File: src/rtl/fetch_pkg.sv
// Types shared by the fetch stage: the 32-bit word and the {pc, ir} record handed to decode.
package fetch_pkg;

  typedef logic [31:0] word_t;

  typedef struct packed {
    word_t pc;
    word_t ir;
  } id_t;

  localparam word_t RESET_PC_DFLT = 32'h0000_0000;

endpackage

File: src/rtl/fetch_if.sv
// Instruction-memory request/response channel plus the decode-side stream, as seen by fetch.
interface fetch_if;
  import fetch_pkg::*;

  logic  imem_req_valid;
  logic  imem_req_ready;
  word_t imem_req_addr;
  logic  imem_rsp_valid;
  word_t imem_rsp_data;
  logic  sink_tvalid;
  logic  sink_tready;
  id_t   sink_tdata;

  modport master (
    output imem_req_valid, imem_req_addr, sink_tvalid, sink_tdata,
    input  imem_req_ready, imem_rsp_valid, imem_rsp_data, sink_tready
  );

  modport slave (
    input  imem_req_valid, imem_req_addr, sink_tvalid, sink_tdata,
    output imem_req_ready, imem_rsp_valid, imem_rsp_data, sink_tready
  );

endinterface

File: src/rtl/fetch_fifo.sv
// Small circular FIFO with synchronous flush (flush beats push/pop) and an occupancy count.
module fetch_fifo #(
  parameter int WIDTH = 32,
  parameter int DEPTH = 2
) (
  input  logic                       clk_i,
  input  logic                       rst_i,
  input  logic                       flush_i,
  input  logic                       push_i,
  input  logic [WIDTH-1:0]           wdata_i,
  input  logic                       pop_i,
  output logic [WIDTH-1:0]           rdata_o,
  output logic                       empty_o,
  output logic [$clog2(DEPTH+1)-1:0] count_o
);
  localparam int CW = $clog2(DEPTH + 1);
  localparam int PW = (DEPTH > 1) ? $clog2(DEPTH) : 1;

  logic [WIDTH-1:0] mem_q [DEPTH];
  logic [PW-1:0]    rd_ptr_q, rd_ptr_d;
  logic [PW-1:0]    wr_ptr_q, wr_ptr_d;
  logic [CW-1:0]    count_q, count_d;
  logic             full, do_push, do_pop;

  function automatic logic [PW-1:0] ptr_inc(input logic [PW-1:0] p);
    return (p == PW'(DEPTH - 1)) ? '0 : p + PW'(1);
  endfunction

  assign full    = (count_q == CW'(DEPTH));
  assign empty_o = (count_q == '0);
  assign count_o = count_q;
  assign rdata_o = mem_q[rd_ptr_q];
  assign do_push = push_i & ~full;
  assign do_pop  = pop_i & ~empty_o;

  always_comb begin
    rd_ptr_d = rd_ptr_q;
    wr_ptr_d = wr_ptr_q;
    count_d  = count_q;
    if (flush_i) begin
      rd_ptr_d = '0;
      wr_ptr_d = '0;
      count_d  = '0;
    end else begin
      if (do_push) wr_ptr_d = ptr_inc(wr_ptr_q);
      if (do_pop)  rd_ptr_d = ptr_inc(rd_ptr_q);
      count_d = count_q + CW'(do_push) - CW'(do_pop);
    end
  end

  always_ff @(posedge clk_i or posedge rst_i) begin
    if (rst_i) begin
      rd_ptr_q <= '0;
      wr_ptr_q <= '0;
      count_q  <= '0;
    end else begin
      rd_ptr_q <= rd_ptr_d;
      wr_ptr_q <= wr_ptr_d;
      count_q  <= count_d;
    end
  end

  always_ff @(posedge clk_i) begin
    if (do_push && !flush_i) mem_q[wr_ptr_q] <= wdata_i;
  end

endmodule

File: src/rtl/fetch.sv
// Instruction fetch: issues sequential PC reads, tags returned words with their PC and buffers
// them for decode; a branch redirects the PC and discards everything older still in flight.
module fetch
  import fetch_pkg::*;
#(
  parameter word_t RESET_PC = RESET_PC_DFLT,
  parameter int    DEPTH    = 2
) (
  input  logic    aclk,
  input  logic    areset,
  input  logic    branch,
  input  word_t   target,
  fetch_if.master bus
);
  localparam int              CW      = $clog2(DEPTH + 1);
  localparam logic [CW+1:0]   DEPTH_W = (CW + 2)'(DEPTH);

  word_t         pc_q, pc_d;
  logic [CW-1:0] disc_q, disc_d;
  logic [CW-1:0] pend_cnt, q_cnt;
  word_t         pend_pc;
  id_t           q_head, q_wdata;
  logic          pend_empty, q_empty;
  logic          req_fire, rsp_keep, rsp_drop, sink_pop;
  logic [CW+1:0] inflight;

  assign sink_pop = ~q_empty & bus.sink_tready;

  // Credit counts every request still owed a response (kept or to be discarded) plus queued
  // entries; an entry leaving through the sink this cycle frees its slot now, which is what
  // lets a 1-cycle memory sustain one instruction per cycle.
  assign inflight = {2'b00, pend_cnt} + {2'b00, disc_q} + {2'b00, q_cnt}
                  - {{(CW + 1){1'b0}}, sink_pop};

  assign bus.imem_req_valid = ~areset & ~branch & (inflight < DEPTH_W);
  assign bus.imem_req_addr  = pc_q;
  assign req_fire           = bus.imem_req_valid & bus.imem_req_ready;

  assign rsp_drop = bus.imem_rsp_valid & (disc_q != '0);
  assign rsp_keep = bus.imem_rsp_valid & (disc_q == '0) & ~pend_empty;
  assign q_wdata  = '{pc: pend_pc, ir: bus.imem_rsp_data};

  assign bus.sink_tvalid = ~q_empty;
  assign bus.sink_tdata  = q_head;

  always_comb begin
    pc_d   = pc_q;
    disc_d = disc_q;
    if (branch) begin
      pc_d   = target & ~32'h3;
      disc_d = pend_cnt + disc_q - CW'(bus.imem_rsp_valid);
    end else begin
      if (req_fire) pc_d   = pc_q + 32'd4;
      if (rsp_drop) disc_d = disc_q - CW'(1);
    end
  end

  always_ff @(posedge aclk or posedge areset) begin
    if (areset) begin
      pc_q   <= RESET_PC;
      disc_q <= '0;
    end else begin
      pc_q   <= pc_d;
      disc_q <= disc_d;
    end
  end

  fetch_fifo #(.WIDTH(32), .DEPTH(DEPTH)) u_pend (
    .clk_i   (aclk),
    .rst_i   (areset),
    .flush_i (branch),
    .push_i  (req_fire),
    .wdata_i (pc_q),
    .pop_i   (rsp_keep),
    .rdata_o (pend_pc),
    .empty_o (pend_empty),
    .count_o (pend_cnt)
  );

  fetch_fifo #(.WIDTH($bits(id_t)), .DEPTH(DEPTH)) u_outq (
    .clk_i   (aclk),
    .rst_i   (areset),
    .flush_i (branch),
    .push_i  (rsp_keep),
    .wdata_i (q_wdata),
    .pop_i   (sink_pop),
    .rdata_o (q_head),
    .empty_o (q_empty),
    .count_o (q_cnt)
  );

endmodule

File: src/flat_wrapper.sv
// flat-port wrapper written by rule: the top's interface ports become plain ports
module fetch_flat import fetch_pkg::*;
#(
  parameter word_t RESET_PC = RESET_PC_DFLT,
  parameter int    DEPTH    = 2
)
  (aclk, areset, branch, target, bus_imem_req_valid, bus_imem_req_addr, bus_sink_tvalid, bus_sink_tdata, bus_imem_req_ready, bus_imem_rsp_valid, bus_imem_rsp_data, bus_sink_tready);
  fetch_if bus_i ();
  input  logic aclk;
  input  logic areset;
  input  logic branch;
  input  word_t target;
  output wire logic [$bits(bus_i.imem_req_valid)-1:0] bus_imem_req_valid;
  output wire logic [$bits(bus_i.imem_req_addr)-1:0] bus_imem_req_addr;
  output wire logic [$bits(bus_i.sink_tvalid)-1:0] bus_sink_tvalid;
  output wire logic [$bits(bus_i.sink_tdata)-1:0] bus_sink_tdata;
  input wire logic [$bits(bus_i.imem_req_ready)-1:0] bus_imem_req_ready;
  input wire logic [$bits(bus_i.imem_rsp_valid)-1:0] bus_imem_rsp_valid;
  input wire logic [$bits(bus_i.imem_rsp_data)-1:0] bus_imem_rsp_data;
  input wire logic [$bits(bus_i.sink_tready)-1:0] bus_sink_tready;
  assign bus_imem_req_valid = bus_i.imem_req_valid;
  assign bus_imem_req_addr = bus_i.imem_req_addr;
  assign bus_sink_tvalid = bus_i.sink_tvalid;
  assign bus_sink_tdata = bus_i.sink_tdata;
  assign bus_i.imem_req_ready = bus_imem_req_ready;
  assign bus_i.imem_rsp_valid = bus_imem_rsp_valid;
  assign bus_i.imem_rsp_data = bus_imem_rsp_data;
  assign bus_i.sink_tready = bus_sink_tready;
  fetch #(.RESET_PC(RESET_PC), .DEPTH(DEPTH)) u_core (.aclk(aclk), .areset(areset), .branch(branch), .target(target), .bus(bus_i));
endmodule
File: config.mk
export PLATFORM = sky130hd
export DESIGN_NAME = fetch_flat
export DESIGN_NICKNAME = d
export VERILOG_FILES = /design/src/rtl/fetch_pkg.sv /design/src/rtl/fetch_if.sv /design/src/rtl/fetch_fifo.sv /design/src/rtl/fetch.sv /design/src/flat_wrapper.sv
export SDC_FILE = /design/constraint.sdc
export NUM_CORES = 1
export LEC_CHECK = 0
export CAP_MARGIN = 10
export CORE_UTILIZATION = 34
export DETAILED_ROUTE_END_ITERATION = 6
export GPL_TIMING_DRIVEN = 0
export PLACE_DENSITY = 0.54
export SKIP_LAST_GASP = 1
export SYNTH_ARGS = -nofsm -noshare
export SYNTH_HDL_FRONTEND = slang
export SYNTH_SLANG_ARGS = --single-unit
File: constraint.sdc
create_clock -name aclk -period 8.3 [get_ports aclk]
set_input_delay 2.075 -clock aclk [delete_from_list [all_inputs] [get_ports aclk]]
set_output_delay 2.075 -clock aclk [all_outputs]
set_load 0.05 [all_outputs]
[Word-level counts from Yosys, hierarchy flattened]
Memories as Yosys holds them, arrays and structs flattened.
Cells that the tools add are included.
Word-level totals
  flip-flop bits (word level): 42
  bits in writable memories: 192
  output and inout port bits: 98
  logic and storage cells: 80
  memories kept: 2
Memory list
  u_core.u_outq.mem_q: words 2, width 64, rd ports 1, clocked after Yosys merged registers in 0, write ports 1, line fetch_fifo.sv:19  | logic [WIDTH-1:0] mem_q [DEPTH];
  u_core.u_pend.mem_q: words 2, width 32, rd ports 1, clocked after Yosys merged registers in 0, write ports 1, line fetch_fifo.sv:19
Cells by class
  $add $sub $neg: 15
  order comparisons: 1
  equal/unequal tests: 2
  multiplexer cells: 22
  bitwise operators: 17
  reduce and logical (&&, ||, !) cells: 13
Operators with widths (count)
  32-bit two-way mux: 2
  32-bit by 3-bit adder with 32-bit output (second input constant): 1
  1-bit two-way mux: 16
  2-bit nonzero test: 7
  1-bit bitwise AND: 11
  2-bit two-way mux: 4
  2-bit zero test: 3
  1-bit NOT: 6
  2-bit by 1-bit subtractor with 2-bit output: 3
  1-bit adder (second input constant): 4
  2-bit by 1-bit adder with 2-bit output: 2
  4-bit by 2-bit adder with 4-bit output: 1
  2-bit == test (second input constant): 2
  4-bit by 2-bit < comparator with 1-bit output (second input constant): 1
  4-bit by 1-bit subtractor with 4-bit output: 1
  2-bit by 2-bit adder with 3-bit output: 1
  2-bit adder: 1
  1-bit logical AND: 2
  2-bit by 1-bit subtractor with 2-bit output (second input constant): 1
  1-bit zero test: 1

[Depth between registers and ports, before layout]
Gate-level depths: netlist (run 1).
  depth in word-level cells: 11
  depth in mapped cells: 17
  depth with buffers taken out: 16

[Modules after synthesis]
From an unflattened synthesis (run 1), not the netlist that was laid out.
Unflattened totals
  cell total of the unflattened synthesis: 599
  area, all modules: 9972.1 um2
Modules (own cells, without submodules)
  fetch_fifo at u_core.u_outq: instances 1, cells an instance 222, area an instance 5062.4 um2, sequential area each 3943.8 um2
  fetch_fifo at u_core.u_pend: instances 1, cells an instance 123, area an instance 2700.1 um2, sequential area each 2021.9 um2
  fetch: instances 1, cells an instance 254, area an instance 2209.6 um2, sequential area each 800.8 um2

[Worst setup path after synthesis (run 1)]
OpenSTA, ideal clock, no wires.
  path type: input to output
  start point: input port bus_sink_tready
  end point: output port bus_imem_req_valid
  arrival: 5.828 ns
  data required time: 6.225 ns
  slack: 0.397 ns
  stages: 7
  buffers on the path: 0
  path through: and2_1 ha_1 inv_1 ha_1 and4b_1 or3_1 a2111oi_0
Between the ends
  longest elaborated chain between the ends: 4
Ends and longest elaborated chain
  start, declared: line flat_wrapper.sv:20  | input wire logic [$bits(bus_i.sink_tready)-1:0] bus_sink_tready;
  1-bit bitwise AND: line fetch.sv:27  | assign sink_pop = ~q_empty & bus.sink_tready;
  4-bit by 1-bit subtractor with 4-bit output: line fetch.sv:33  | - {{(CW + 1){1'b0}}, sink_pop};
  4-bit by 2-bit < comparator with 1-bit output: line fetch.sv:35  | assign bus.imem_req_valid = ~areset & ~branch & (inflight < DEPTH_W);
  1-bit bitwise AND: line fetch.sv:35
  end, declared: line flat_wrapper.sv:13  | output wire logic [$bits(bus_i.imem_req_valid)-1:0] bus_imem_req_valid;
Every way passes these cells.

[Final worst setup path (run 1)]
Same ends and word-level chain as after synthesis.

==> flow_metrics.tcl, run 1 <==
set metrics [dict create \
    hpwl_um 15700 \
    skew_ns 0.0165 \
    fin_setup_tns_ns 0 \
    synthToLayoutAreaGrowth_pct 33.3 \
    cts_tree "done" \
    drt_iter0_markers 288 \
    ant_nets 0 \
    via_count 5692 \
    stdcell_area_um2 12500 \
    clock-sinks 224 \
    reg2regPathDepth 12 \
    syn_area_per_cell_um2 16.2 \
    hold_path_class "flip-flop to flip-flop" \
    clk_pin_slew_ns 0.06 \
    wire_per_inst_um 19.3 \
    finalSetupViolations 0 \
    ir_worst_vdd_mv 0.195 \
    finalHoldViolCount 0 \
    clk_latency_ns 0.52 \
    yosysTopAreaCell "edfxtp_1" \
    rrSetupSlack_ns 3.53 \
    drt_pre_antenna_iters 5 \
    final.period_utilization_pct 88.2 \
    rr_endpoint "u_core.u_pend.mem_q[0][31]" \
    start_util_pct 34.7 \
    rr_startpoint "u_core.u_pend.count_o[0]" \
    die_h_um 168 \
    required_ns 6.23 \
    worstSetupPathType "primary input to output pin" \
    end_kind "output pin" \
    endpoint "bus_imem_req_valid" \
    grt_pass1_wl_um 33600 \
    pre_cts_slack_ns 0.996 \
    drc_errors 0 \
    die_area_um2 28200 \
    root_buffer "clkbuf_16" \
    viasPerCell 4.99 \
    drv_cap 0 \
    numCtsBuffers 25 \
    grt_antenna_before_repair 0 \
    crit_fanout 3 \
    worst_slew_margin_rel_pct 39.2 \
    routed_wl_um 22000 \
    synthTopCellsByArea "edfxtp_1 (59%), mux2_2 (12%), dfrtp_1 (11%), ha_1 (1.9%), a221o_1 (1.6%)" \
    synthCells 576 \
    fin_crit_ns 7.32 \
    cts_resized 0 \
    report.final.slew_viol_count 0 \
    rows 60 \
    grtUsageTotal_pct 15.5 \
    antenna_cells 0 \
    layout_setup_ws_ns 0.976 \
    p_leak_nw 4.29 \
    nets 867 \
    io_pins 168 \
    tightest_slew_ns 0.902 \
    holdWs_ns 0.545 \
    gp_congestion 0.816 \
    synth_area_um2 9350 \
    first_global_vias 5810 \
    ys_types 54 \
    setup.worst_path.start_class "primary input" \
    cts_setup_buffers 0 \
    synthFlopType "edfxtp_1" \
    rsz0062_at_grt "false" \
    outcome "finished clean" \
    arrival_ns 5.25 \
    grt-ovfl-total 0 \
    yosysTopAreaCellShare_pct 59.1 \
    synth-seq-cells 224 \
    powerDensity_nw_per_um2 295 \
    startpoint "bus_sink_tready" \
    die_w_um 168 \
    drive_gt1_share_pct 20.9 \
    grt_start_max_net_pins 41 \
    yosysSeqAreaShare_pct 69.8 \
    h-tree-depth 1 \
    fmax_mhz 137 \
    clockBufferDepth 3 \
    ctsHoldBuffers 0 \
    synth_edf_count 184 \
    core_um2 27000 \
    placed_area_um2 11600 \
    async_flop_share_pct 17.9 \
    portBuffers 161 \
    ys_warn_count 0 \
]
-- layout by cell type, fill, tap and decap left out, types with 3 or more instances in the layout --
cell	count
edfxtp_1	184
clkdlybuf4s50_1	161
mux2_2	98
dfrtp_1	40
nand2_1	27
clkbuf_16	25
clkbuf_1	20
inv_1	16
nor2_1	16
a221o_1	15
mux2i_1	14
ha_1	14
buf_6	12
nor3_1	11
xnor2_1	10
nand3_1	10
o21ai_0	8
nor4_1	8
clkinv_1	5
nand4_1	5
and4_1	5
o311ai_0	5
a21o_1	4
o31ai_1	4
buf_1	4
and2_1	4
buf_4	4
conb_1	4
clkinv_2	4
clkbuf_8	4
or3_1	3
nand2b_1	3
or4_1	3
a31oi_1	3
and3_1	3
bufinv_16	3
-- report_power, final --
group	total [mW]	switching [mW]	leakage, nW	internal (mW)
Combinational	1.17	0.714	1.72	0.454
Sequential	1.39	0.0729	2.15	1.32
Clock	1.11	0.431	0.415	0.682
-- worst min path at each step --
stage / from / end / slack [ns] / cells past startpoint
5_1_grt: u_core.u_pend.wr_ptr_q / u_core.u_pend.wr_ptr_q / 0.57 / 1
3_5_place_dp: u_core.u_pend.wr_ptr_q / u_core.u_pend.wr_ptr_q / 0.53 / 1
3_3_place_gp: u_core.u_pend.wr_ptr_q / u_core.u_pend.wr_ptr_q / 0.46 / 1
2_1_floorplan: u_core.u_pend.wr_ptr_q / u_core.u_pend.wr_ptr_q / 0.45 / 1
4_1_cts: u_core.u_pend.wr_ptr_q / u_core.u_pend.wr_ptr_q / 0.54 / 1
6_report: u_core.u_pend.wr_ptr_q / u_core.u_pend.wr_ptr_q / 0.54 / 1
-- worst max-delay path, stage by stage --
cell and delay, ns:
clkdlybuf4s50_1 0.44, and2_1 0.23, ha_1 0.23, inv_1 0.05
ha_1 0.27, and4b_1 0.19, or3_1 0.42, a2111oi_0 0.44
clkdlybuf4s50_1 0.88
-- cell usage after synthesis (2+ instances only) --
| library cell | number |
|---|---|
| a31oi_1 | 3 |
| buf_2 | 2 |
| ha_1 | 14 |
| nor3_1 | 12 |
| nor2_1 | 18 |
| nor2b_1 | 2 |
| nand3_1 | 10 |
| buf_1 | 4 |
| and4_1 | 5 |
| o211a_1 | 2 |
| dfrtp_1 | 40 |
| mux2_2 | 98 |
| nor3b_1 | 3 |
| inv_1 | 17 |
| nand2b_1 | 3 |
| a32oi_1 | 2 |
| and2_1 | 4 |
| a221o_1 | 15 |
| edfxtp_1 | 184 |
| o31ai_1 | 4 |
| and3_1 | 3 |
| o311ai_0 | 5 |
| mux2i_1 | 14 |
| a21o_1 | 4 |
| nor4_1 | 8 |
| xnor2_1 | 10 |
| xor2_1 | 2 |
| clkbuf_1 | 16 |
| buf_6 | 2 |
| fa_1 | 2 |
| nand4_1 | 5 |
| nand2_1 | 27 |
| or3_1 | 3 |
| or4_1 | 3 |
| buf_4 | 4 |
| o21ai_0 | 8 |
-- flip-flops by register name, indices dropped and copies added, names as in the netlist --
signal	flops
u_core.bus.imem_req_addr	30
u_core.disc_q	2
u_core.u_outq.count_o	2
u_core.u_outq.mem_q	124
u_core.u_outq.rd_ptr_q	1
u_core.u_outq.wr_ptr_q	1
u_core.u_pend.count_o	2
u_core.u_pend.mem_q	60
u_core.u_pend.rd_ptr_q	1
u_core.u_pend.wr_ptr_q	1
-- layout make-up --
class / instances / area (µm²)
Inverter: 18 / 67.6
Clock buffer: 33 / 696
Fill cell: 2340 / 14500
Timing Repair Buffer: 175 / 1810
Buffer: 28 / 138
Clock inverter: 13 / 143
Sequential cell: 224 / 6530
Multi-Input combinational cell: 309 / 2650
Tap cell: 341 / 427
-- per-layer routing --
metal  global-route usage, %  routed length (µm)  share of wire [%]
met5                       0                   0                  0
met4                    3.99                 384                1.7
met3                    3.17                1300                5.9
met2                    27.0               10900                 50
met1                    19.6                9400                 43
-- stage by stage --
stage	cells	power (mW)	utilization, %
CTS	1141	3.72	46.2
finish	1141	3.67	46.2
floorplan	579	2.20	-
global placement	1081	2.55	42.3
global route	1141	3.82	46.2
detailed placement	1095	2.59	43.1
-- kinds of logic (layout without fill, tap and decap cells) --
| group | after synthesis | in the layout | synth area share, % |
|---|---|---|---|
| AND/OR/NAND/NOR | 112 | 112 | 6.47 |
| adder cells (fa/ha/maj) | 16 | 16 | 2.30 |
| AO/OA/AOI/OAI | 53 | 53 | 4.73 |
| multiplexers | 112 | 112 | 13.3 |
| XOR/XNOR | 12 | 12 | 1.12 |
| buffers and inverters | 46 | 267 | 2.20 |
| other | 1 | 4 | 0.0401 |
| flip-flops | 224 | 224 | 69.8 |
Power figures use the tool's default switching activity.
==> run 2, diff against run 1 <==
--- a/config.mk
+++ b/config.mk
@@ -11,6 +11,7 @@
 export GPL_TIMING_DRIVEN = 0
 export PLACE_DENSITY = 0.54
 export SKIP_LAST_GASP = 1
+export SLEW_MARGIN = 15
 export SYNTH_ARGS = -nofsm -noshare
 export SYNTH_HDL_FRONTEND = slang
 export SYNTH_SLANG_ARGS = --single-unit
==> run 2 against run 1 <==
Largest cell class unchanged. Highest routed layer unchanged. Clock skew fell by 0.0041 ns. Critical endpoint unchanged. Clock power fell by 5%. Sequential power barely moved.
==> flow_metrics.tcl, run 2 (synthesis gave the netlist of run 1 again) <==
set metrics [dict create \
    io_pins 168 \
    skew_ns 0.0123 \
    finalPower_mw 3.62 \
    outcome "finished clean" \
    rrSetupSlack_ns 3.57 \
    finalSetupViolations 0 \
    crit_slowest_cell "clkdlybuf4s50_1" \
    setup.worst_path.start_class "primary input" \
    critPathTopFamily "buffers and inverters" \
    clk_latency_ns 0.52 \
    intPower_mw 2.42 \
    root_buffer "clkbuf_16" \
    antenna_cells 0 \
    placedCellCount 1098 \
    grt_pass1_wl_um 34100 \
    worstSetupPathType "primary input to output pin" \
    final.period_utilization_pct 88.6 \
    largest_register_ffs 124 \
    viasPerCell 4.95 \
    p_sw_mw 1.20 \
    path_cells "clkdlybuf4s50_1 > and2_1 > ha_1 > inv_1 > ha_1 > and4b_1 > or3_1 > a2111oi_0 > clkdlybuf4s50_1" \
    rsz0062_at_grt "false" \
    hold_path_class "flip-flop to flip-flop" \
    cts_setup_buffers 0 \
    via_count 5662 \
    arrival_ns 5.28 \
    drt_pre_antenna_iters 4 \
    ctsHoldBuffers 0 \
    clockBufferDepth 3 \
    fin_setup_tns_ns 0 \
    grtUsageTotal_pct 15.7 \
    grt_antenna_before_repair 0 \
    die_area_um2 28200 \
    drc_errors 0 \
    gp_congestion 0.816 \
    report.final.slew_viol_count 0 \
    core_um2 27000 \
    ir_worst_vdd_mv 0.193 \
    hpwl_um 15800 \
    powerDensity_nw_per_um2 292 \
    crit_fanout 3 \
    regMostFlops "u_core.u_outq.mem_q" \
    finalHoldViolCount 0 \
    p_leak_nw 4.27 \
    clk_pin_slew_ns 0.06 \
    drt_iter0_markers 273 \
    grt_start_max_net_pins 28 \
    fin_cells 1143 \
    first_global_vias 5987 \
    synthToLayoutAreaGrowth_pct 32.7 \
    tightest_slew_ns 0.889 \
    numCtsBuffers 25 \
    start_util_pct 34.7 \
    portBuffers 161 \
    fin_crit_ns 7.36 \
    fmax_mhz 136 \
    critPathMaxStageDelay_ns 0.88 \
    drv_cap 0 \
    grt-ovfl-total 0 \
    nets 870 \
    combPwrFrac_pct 32.2 \
    wire_per_inst_um 19.2 \
    worst_slew_margin_rel_pct 40.1 \
    layout.cells.most_common "edfxtp_1" \
    end_kind "output pin" \
    rows 60 \
    cts_tree "done" \
    swShare_pct 33.2 \
    clock-sinks 224 \
    pwr-share-clk_pct 29.4 \
    drive_gt1_share_pct 20.3 \
    required_ns 6.23 \
    cts_resized 0 \
    final_cell_mix "edfxtp_1 (184), clkdlybuf4s50_1 (161), mux2_2 (98), dfrtp_1 (40), nand2_1 (27)" \
    die_w_um 168 \
    power_frac_seq_pct 38.5 \
    ant_nets 0 \
    critPathBufInv 3 \
    die_h_um 168 \
    routed_wl_um 22000 \
    h-tree-depth 1 \
]
## run 2: cell types whose count changed in the layout (fill, tap and decap cells not counted)
cell | before | now
buf_12 | 0 | 1
buf_4 | 4 | 14
buf_6 | 12 | 6
buf_8 | 2 | 0
clkbuf_1 | 20 | 24
clkbuf_8 | 4 | 0
clkinv_1 | 5 | 7
clkinv_2 | 4 | 2
inv_6 | 2 | 1
## run 2: power by group through the flow
stage,logic [mW],clock network [mW],registers (mW)
global route,1.24,1.14,1.41
finish,1.17,1.06,1.39
detailed placement,1.17,0,1.42
global placement,1.13,0,1.42
CTS,1.18,1.10,1.39
floorplan,0.722,0,1.47
## run 2: final timing paths
check | start | to | depth (start not counted)
min reg2reg | u_core.u_pend.wr_ptr_q | u_core.u_pend.wr_ptr_q | 1
max | bus_sink_tready | bus_imem_req_valid | 9
max in group asynchronous | areset | u_core.bus.imem_req_addr[20] | 3
min in group asynchronous | areset | u_core.disc_q[1] | 2
min | u_core.u_pend.wr_ptr_q | u_core.u_pend.wr_ptr_q | 1
max reg2reg | u_core.u_pend.count_o[0] | u_core.u_pend.mem_q[0][31] | 12
## run 2: per-layer routing
metal	track usage [%]	vias to the layer above	wire length [µm]	share of wire (%)
met3	3.13	38	1450	6.6
met5	0	-	0	0
met4	5.27	0	478	2.2
met2	27.0	194	10900	50
li1	-	2654	-	-
met1	19.9	2776	9100	41
## run 2: per-stage QoR
step	utilization, %	setup slack (ns)	instance area [µm²]	hold slack (ns)
after floorplan	-	0.397	9360	0.446
after global placement	42.3	-3.20	11400	0.459
after detailed placement	43.1	0.949	11600	0.531
after CTS	46.0	0.916	12400	0.538
after global routing	46.0	0.806	12400	0.560
final	46.0	0.943	12400	0.543
## run 2: cell type report
class	instances	area [µm²]
fillers	2332	14500
clock inverters	12	131
flip-flops and latches	224	6530
repair buffers	178	1810
clock buffers	33	656
well taps	341	427
multi-input cells	309	2650
inverters	18	67.6
plain buffers	28	138
==> run 3, diff against run 2 <==
--- a/config.mk
+++ b/config.mk
@@ -5,11 +5,12 @@
 export SDC_FILE = /design/constraint.sdc
 export NUM_CORES = 1
 export LEC_CHECK = 0
+export ABC_AREA = 1
 export CAP_MARGIN = 10
 export CORE_UTILIZATION = 34
 export DETAILED_ROUTE_END_ITERATION = 6
 export GPL_TIMING_DRIVEN = 0
-export PLACE_DENSITY = 0.54
+export PLACE_DENSITY = 0.53
 export SKIP_LAST_GASP = 1
 export SLEW_MARGIN = 15
 export SYNTH_ARGS = -nofsm -noshare
==> run 3 against run 2 <==
Cell count grew 21%. First-iteration DRC count grew 31%. Combinational power grew 9%. Critical path depth grew 3. Clock power shrank 4%. Sequential power grew 3%. Setup slack gained 0.27 ns. Synthesized area grew 5.4%. Count of clock-buffer cells in the layout grew 3.
==> flow_metrics.tcl, run 3 <==
set metrics [dict create \
    yosysTopAreaCell "edfxtp_1" \
    crit_path_frequent_cell "inv_1" \
    grt_start_max_net_pins 25 \
    die_h_um 172 \
    portBuffers 160 \
    numCtsBuffers 25 \
    layout.cells.most_common "nand2_1" \
    fin_crit_ns 7.09 \
    core_um2 28200 \
    setup.worst_path.start_class "primary input" \
    synth_top_family_by_area "simple AND/OR/NAND/NOR gates" \
    worst_slew_margin_rel_pct 48.8 \
    grtUsageTotal_pct 15.6 \
    root_buffer "clkbuf_16" \
    outcome "finished clean" \
    start_util_pct 35.0 \
    tightest_slew_ns 0.766 \
    synth.mux.area_fraction_pct 10.5 \
    synthAdderAreaFrac_pct 2.18 \
    skew_ns 0.0135 \
    clock-sinks 224 \
    cts_setup_buffers 0 \
    yosysTopAreaCellShare_pct 56.1 \
    pwr-share-clk_pct 27.2 \
    synth.most_common_cell "nand2_1" \
    viasPerCell 4.63 \
    ys_warn_count 0 \
    critPathBufInv 5 \
    synthCells 796 \
    synth-seq-cells 224 \
    powerDensity_nw_per_um2 289 \
    wire_per_inst_um 16.4 \
    ctsHoldBuffers 0 \
    drive_gt1_share_pct 16.1 \
    clk_latency_ns 0.51 \
    power_frac_seq_pct 38.5 \
    layout_setup_ws_ns 1.21 \
    synthToLayoutAreaGrowth_pct 30.8 \
    path_cells "clkdlybuf4s50_1 > nand2_1 > inv_1 > ha_1 > nor2_1 > inv_1 > fa_1 > nand3_4 > nor2_4 > nand3_2 > inv_1 > clkdlybuf4s50_1" \
    drt_iter0_markers 358 \
    finalHoldViolCount 0 \
    largest_register_ffs 124 \
    yosys.area_share.simple_pct 15.2 \
    clk_pin_slew_ns 0.06 \
    crit_slowest_cell "clkdlybuf4s50_1" \
    synth_xor_area_share_pct 0.889 \
    synthTopCellsByArea "edfxtp_1 (56%), dfrtp_1 (10%), mux2_2 (10%), nand2_1 (8.3%), nor2_1 (2.7%)" \
    crit_fanout 4 \
    holdWs_ns 0.562 \
    synthFlopType "edfxtp_1" \
    cts_resized 0 \
    worstSetupPathType "primary input to output pin" \
    die_area_um2 29700 \
    yosys-top-cells-count "nand2_1 (217), edfxtp_1 (184), mux2_2 (88), nor2_1 (70), inv_1 (46)" \
    ir_worst_vdd_mv 0.184 \
    grt_antenna_before_repair 0 \
    hpwl_um 16200 \
    stdcell_area_um2 12900 \
    rsz0062_at_grt "false" \
    critPathTopFamily "buffers and inverters" \
    grt-ovfl-total 0 \
    clockBufferDepth 3 \
    nets 1080 \
    ys_types 33 \
    drv_cap 0 \
    end_kind "output pin" \
    synth_area_um2 9850 \
    first_global_vias 6297 \
    p_sw_mw 1.33 \
    combPwrFrac_pct 34.3 \
    finalPower_mw 3.73 \
    pre_cts_slack_ns 1.21 \
    yosysSeqAreaShare_pct 66.3 \
    syn_area_per_cell_um2 12.4 \
    rows 61 \
    placedCellCount 1345 \
    antenna_cells 0 \
    p_leak_nw 4.77 \
    h-tree-depth 1 \
    die_w_um 172 \
    synth-compound-area-share_pct 1.52 \
    synth_edf_count 184 \
    final.period_utilization_pct 85.4 \
    hold_path_class "flip-flop to flip-flop" \
    via_count 6430 \
    arrival_ns 5.02 \
    final_util_pct 45.8 \
    io_pins 168 \
    async_flop_share_pct 17.9 \
    routed_wl_um 22800 \
    fin_cells 1388 \
    intPower_mw 2.40 \
    final_cell_mix "nand2_1 (217), edfxtp_1 (184), clkdlybuf4s50_1 (160), mux2_2 (88), nor2_1 (67)" \
    finalSetupViolations 0 \
    report.final.slew_viol_count 0 \
    drt_pre_antenna_iters 5 \
    swShare_pct 35.6 \
    fmax_mhz 141 \
    regMostFlops "u_core.u_outq.mem_q" \
    cts_tree "done" \
    drc_errors 0 \
    critPathMaxStageDelay_ns 0.80 \
    ant_nets 0 \
    placed_area_um2 12100 \
    fin_setup_tns_ns 0 \
    required_ns 6.23 \
    gp_congestion 0.858 \
    grt_pass1_wl_um 34900 \
]
==> run 3: cell types whose count changed in the layout (fill, tap and decap cells not counted), sizes merged, moves of 7 or more <==
cell | before | now
a221o | 15 | 0
nor3 | 12 | 1
nand3b | 0 | 11
nand3 | 10 | 40
nand2 | 27 | 218
o21ai | 8 | 17
inv | 18 | 47
nor4 | 8 | 0
xnor2 | 10 | 3
mux2i | 14 | 0
nor2 | 18 | 72
==> run 3: path summary, 6_finish.rpt <==
path	from	depth (start not counted)	slack, ns	end
max in group asynchronous	areset	3	5.82	u_core.u_outq.rd_ptr_q
worst max-delay path	bus_sink_tready	12	1.21	bus_imem_req_valid
worst max register to register	u_core.u_pend.count_o[0]	12	4.32	u_core.u_pend.mem_q[1][15]
worst min register to register	u_core.u_pend.mem_q[1][23]	1	0.56	u_core.u_outq.mem_q[1][55]
worst min-delay path	u_core.u_pend.mem_q[1][23]	1	0.56	u_core.u_outq.mem_q[1][55]
min in group asynchronous	areset	2	1.96	u_core.bus.imem_req_addr[2]
==> run 3: per-layer routing <==
metal  GRT usage, %  part of all wire, %
met3           2.84                  5.7
met1           20.0                   44
met5              0                    0
met2           26.8                   48
met4           4.62                  2.3
==> run 3: layout make-up <==
| type | count | area (µm²) |
|---|---|---|
| fill | 2554 | 15300 |
| multi-input combinational | 501 | 3020 |
| clock buffer | 36 | 687 |
| timing repair buffer | 168 | 1780 |
| sequential | 224 | 6530 |
| tap | 378 | 473 |
| buffer | 26 | 153 |
| inverter | 48 | 185 |
| clock inverter | 7 | 56.3 |
==> run 3: power by group through the flow <==
stage	registers, mW	clock network, mW	logic, mW
floorplan	1.54	0	0.783
global placement	1.46	0	1.27
detailed placement	1.46	0	1.29
CTS	1.44	1.05	1.29
global route	1.45	1.09	1.38
finish	1.43	1.02	1.28
==> run 3: cells by family after synthesis <==
family | after synthesis
and+or+nand+nor | 352
adders and majority gates | 16
xor gates and xnor gates | 10
muxes | 92
AOI/OAI and AO/OA | 27
DFF | 224
other | 1
buffers and inverters | 74
